==> config.mk <==
export PLATFORM = sky130hd
export DESIGN_NAME = four_to_eight
export DESIGN_NICKNAME = d
export VERILOG_FILES = /design/src/rtl/four_to_eight_pkg.sv /design/src/rtl/four_to_eight.sv
export SDC_FILE = /design/constraint.sdc
export NUM_CORES = 1
export LEC_CHECK = 0
export ABC_CLOCK_PERIOD_IN_PS = 2170
export CORE_AREA = 2 2 39 41
export DETAILED_ROUTE_END_ITERATION = 8
export DIE_AREA = 0 0 41 43
export PLACE_DENSITY = 0.83
export SLEW_MARGIN = 10
export SYNTH_ARGS = -nofsm -noshare
export SYNTH_HDL_FRONTEND = slang
export SYNTH_SLANG_ARGS = --single-unit
==> constraint.sdc <==
create_clock -name CLK -period 2.17 [get_ports CLK]
set_input_delay 0.651 -clock CLK [delete_from_list [all_inputs] [get_ports CLK]]
set_output_delay 0.651 -clock CLK [all_outputs]
set_load 0.03 [all_outputs]
==> src/rtl/four_to_eight_pkg.sv <==
// Shared types and defaults for the four_to_eight nibble packer.
package four_to_eight_pkg;

    localparam int IN_W_DEFAULT = 4;

    typedef enum logic {
        WAIT_H = 1'b0,
        WAIT_L = 1'b1
    } state_t;

endpackage

==> src/rtl/four_to_eight.sv <==
// Serial-to-parallel packer: pairs of IN_W-bit nibbles become one 2*IN_W word.
// Define FOUR_TO_EIGHT_LSB_FIRST_EN to treat the first nibble as the low half.
module four_to_eight
    import four_to_eight_pkg::*;
#(
    parameter int IN_W = IN_W_DEFAULT
) (
    input  logic              CLK,
    input  logic              RESET,
    input  logic              DATA_VALID,
    input  logic [IN_W-1:0]   DATA_IN,
    output logic              OUTPUT_VALID,
    output logic              EN_H,
    output logic              EN_L,
    output logic [2*IN_W-1:0] DATA_OUT
);

    state_t          state;
    state_t          state_next;
    logic [IN_W-1:0] first_q;
    logic            take_first;
    logic            take_second;

    // Gating with RESET keeps both enables low while reset is held,
    // even if DATA_VALID is already asserted.
    assign take_first  = RESET & DATA_VALID & (state == WAIT_H);
    assign take_second = RESET & DATA_VALID & (state == WAIT_L);

`ifdef FOUR_TO_EIGHT_LSB_FIRST_EN
    assign EN_L = take_first;
    assign EN_H = take_second;
`else
    assign EN_H = take_first;
    assign EN_L = take_second;
`endif

    always_comb begin
        // NOTE: default first so every path assigns state_next and no latch is inferred.
        state_next = state;
        if (take_first) begin
            state_next = WAIT_L;
        end else if (take_second) begin
            state_next = WAIT_H;
        end
    end

    // NOTE: sequential state uses non-blocking assignments so all registers update together.
    always_ff @(posedge CLK or negedge RESET) begin
        if (!RESET) begin
            state <= WAIT_H;
        end else begin
            state <= state_next;
        end
    end

    // The first nibble is parked here until its partner arrives, so DATA_OUT
    // never exposes a half-built word.
    always_ff @(posedge CLK or negedge RESET) begin
        if (!RESET) begin
            first_q <= '0;
        end else if (take_first) begin
            first_q <= DATA_IN;
        end
    end

    always_ff @(posedge CLK or negedge RESET) begin
        if (!RESET) begin
            DATA_OUT     <= '0;
            OUTPUT_VALID <= 1'b0;
        end else begin
            OUTPUT_VALID <= take_second;
            if (take_second) begin
`ifdef FOUR_TO_EIGHT_LSB_FIRST_EN
                DATA_OUT <= {DATA_IN, first_q};
`else
                DATA_OUT <= {first_q, DATA_IN};
`endif
            end
        end
    end

endmodule

=== Word level (Yosys, flattened, before mapping) ===
Index checks and enable logic that the tools add are counted.

* Flip-flop bits (word level): 14
* Input bits: 7

* Muxes and demuxes: 2
* Bitwise gates (word level): 4
* Reductions and logical operators: 1

{| class="wikitable"
|+ Operators with widths
! operator !! count
|-
| $and A1 B1 Y1 || 3
|-
| $mux W1 || 2
|-
| $reduce_bool A2 Y1 || 1
|-
| $not A1 Y1 || 1
|}

=== Longest topological paths before layout ===
* Depth after elaboration: 4
* Mapped depth: 2

=== Least setup slack after synthesis ===
OpenSTA, ideal clock, no wires.

* Kind: in2out
* Start point: in RESET
* End point: out EN_L
* Data arrival time: 1065 ps
* Required time: 1519 ps
* Setup slack: 454 ps
* Cell stages on the path: 2
* Path buffers: 0
* Path through: nand3_2 -> inv_1

* Word-level cells in the longest chain between the ends: 2

{| class="wikitable"
|+ RTL lines
! element !! line !! source
|-
| from (decl) || four_to_eight.sv:9 || <nowiki>input logic RESET,</nowiki>
|-
| $and A1 B1 Y1 (2 in a row) || four_to_eight.sv:27 || <nowiki>assign take_second = RESET & DATA_VALID & (state == WAIT_L);</nowiki>
|-
| to (decl) || four_to_eight.sv:14 || <nowiki>output logic EN_L,</nowiki>
|}

No other way between the ends.

=== Worst setup path in the final report ===
* Start point: reg DATA_OUT[0]
* End point: out DATA_OUT[0]

{| class="wikitable"
|+ RTL lines
! element !! line !! source
|-
| from (decl) || four_to_eight.sv:15 || <nowiki>output logic [2*IN_W-1:0] DATA_OUT</nowiki>
|-
| from (signal assigned) || four_to_eight.sv:76 || <nowiki>DATA_OUT <= {first_q, DATA_IN};</nowiki>
|}

No word-level cell between the ends.

==> flow_summary.yaml <==
routing:
  wl_per_cell_microns: 13.7
  ant_nets: 0
  vias: 342
  first_pass_iters: 2
  drc: 0
  drt-total-wl_microns: 988
  routed_via_density: 4.75
  drt_iter0_drc: 2
global_routing:
  track_usage_pct: 14.1
  grt_pass1_wl_mm: 1.55
  grt_overflow: 0
  grt_max_degree: 10
  antenna_found_initial: 0
  grt_pass1_vias: 378
sta:
  relSlewSlack_pct: 79.7
  clock_skew_ns: 0.00323
  fin_crit_sh_pct: 90.1
  layout_min_cycle_time_ns: 1.95
  report.final.slew_viol_count: 0
  clock.fmax_mhz: 512
  worstMarginPinSlew_ns: 0.304
  rsz0062_at_grt: "false"
  setup_viol: 0
  hold_viol: 0
cells_and_area:
  syn_to_final_growth_pct: 45.0
  final_cells: 72
  diodes: 0
  final_cell_mix: "dfrtp_1, clkdlybuf4s50_1, mux2_2, buf_4, clkbuf_4"
  drive_above_1_share_pct: 39.3
  final_area_sq_um: 758
  layout_commonest_cell: "dfrtp_1"
  fillers: 118
  nets: 65
placed_design:
  portBuffers: 17
  place_congestion: 0.693
  dp.cells: 69
  place_area_sq_um: 738
synth:
  ys_seq_area_share_pct: 67.0
  synth.area.top_cells: "dfrtp_1, mux2_2, nand3_2, xnor2_1, inv_1"
  synthesis.nets: 39
  synth.distinct_cells: 7
  yosysTopAreaCell: "dfrtp_1"
  synth_top_area_share_pct: 67.0
  syn_area_sq_um: 523
  synth_area_per_cell_sq_um: 16.3
  ys_seq_elements: 14
  synth-warning-count: 0
  synthCells: 32
power_and_ir_drop:
  ir_drop_v: 0.000663
  power_density_nw_per_um2: 1470
  p_leak_nw: 0.349
cts:
  clk_path_buf_depth: 2
  clock-sinks: 14
  path_clk_slew_ns: 0.07
  cts_max_level: 1
  clk_latency_ns: 0.27
  cts_tree: "yes"
  cts_buffers: 3
  ctsRootBufferMaster: "clkbuf_4"
  ctsHoldBuffers: 0
  cts_resized: 2
  postCtsSetupBuffers: 0
min_path:
  hold_path.class: "primary input to async pin"
worst_setup_path:
  path_delay_family: "buffers and inverters"
  crit_type: "register to primary output"
  cp.arrival_ns: 1.30
  cp_max_fo: 2
  endpoint_kind: "primary output"
  cpPeakStageDelay_ns: 0.67
  critPathRequiredTime_ns: 1.52
  startpoint_type: "register"
  critPathBufInv: 1
  worstReg2RegStart: "state"
  reg2regPathDepth: 3
  slowest_stage: "clkdlybuf4s50_1"
  r2r_end: "first_q[2]"
  path_cells: "clkdlybuf4s50_1"
  critPathLaunch: "DATA_OUT[0]"
  r2r_slack_ns: 0.98
floorplan:
  rows: 14
  dieHeight_microns: 43
  boundaryPins: 18
  core_sq_um: 1380
  fp.dieArea_sq_um: 1760
  start_util_pct: 37.8
  die_w_microns: 41
run:
  cap_violations: 0
status:
  outcome: "finished clean"
worst max-delay path by stage:
stage / cells past startpoint / end / slack, ns
2_1_floorplan: 2 / EN_L / 0.45
3_3_place_gp: 4 / EN_H / 0.003
3_5_place_dp: 4 / EN_H / -0.05
4_1_cts: 1 / DATA_OUT[7] / 0.20
5_1_grt: 1 / DATA_OUT[1] / 0.16
6_report: 1 / DATA_OUT[0] / 0.22
synthesized netlist by cell type:
| master | n |
|---|---|
| dfrtp_1 | 14 |
| inv_1 | 2 |
| mux2_2 | 12 |
| nand2_1 | 1 |
| nand3_2 | 1 |
| nand3b_1 | 1 |
| xnor2_1 | 1 |
where the power goes:
part	total, W	switching, W	internal, W
logic	0.000524	0.000262	0.000262
registers	0.000455	0.0000682	0.000387
clock network	0.000137	0.0000727	0.0000642
total	0.00112	0.000403	0.000713
stage by stage:
step           power [W]  hold WS [ns]  setup TNS [ns]  util [%]  setup WS, ns
2_1_floorplan   0.000757         0.355               0         -         0.454
3_3_place_gp    0.000969         0.482               0      53.3       0.00263
3_5_place_dp    0.000990         0.490         -0.0615      53.3       -0.0456
5_1_grt          0.00118         0.496               0      54.8         0.160
4_1_cts          0.00113         0.498               0      54.8         0.204
6_report         0.00112         0.506               0      54.8         0.216
area by class of cell:
type / count / area (sq um) / share of cell area, %
inverters: 2 / 7.51 / 0.990
repair buffers: 21 / 193 / 25.4
flip-flops and latches: 14 / 350 / 46.2
clock buffers: 3 / 22.5 / 2.97
well taps: 16 / 20.0 / 2.64
multi-input cells: 16 / 165 / 21.8
per-layer routing:
metal	global-route usage, %	wire length (microns)
met1	15.4	403
met3	3.14	34
met4	14.0	19
met2	20.6	530
met5	0	0
flip-flops by register name (all words and copies together) (netlist names):
name / count
DATA_OUT: 8
state: 1
OUTPUT_VALID: 1
first_q: 4
cells by family after synthesis:
| group | after synthesis | share of synthesized area, % |
|---|---|---|
| buffers and inverters | 2 | 1.44 |
| and+or+nand+nor | 3 | 4.07 |
| DFF | 14 | 67.0 |
| muxes | 12 | 25.8 |
| xor gates and xnor gates | 1 | 1.67 |
No activity file was read; power rests on OpenSTA's default activity.
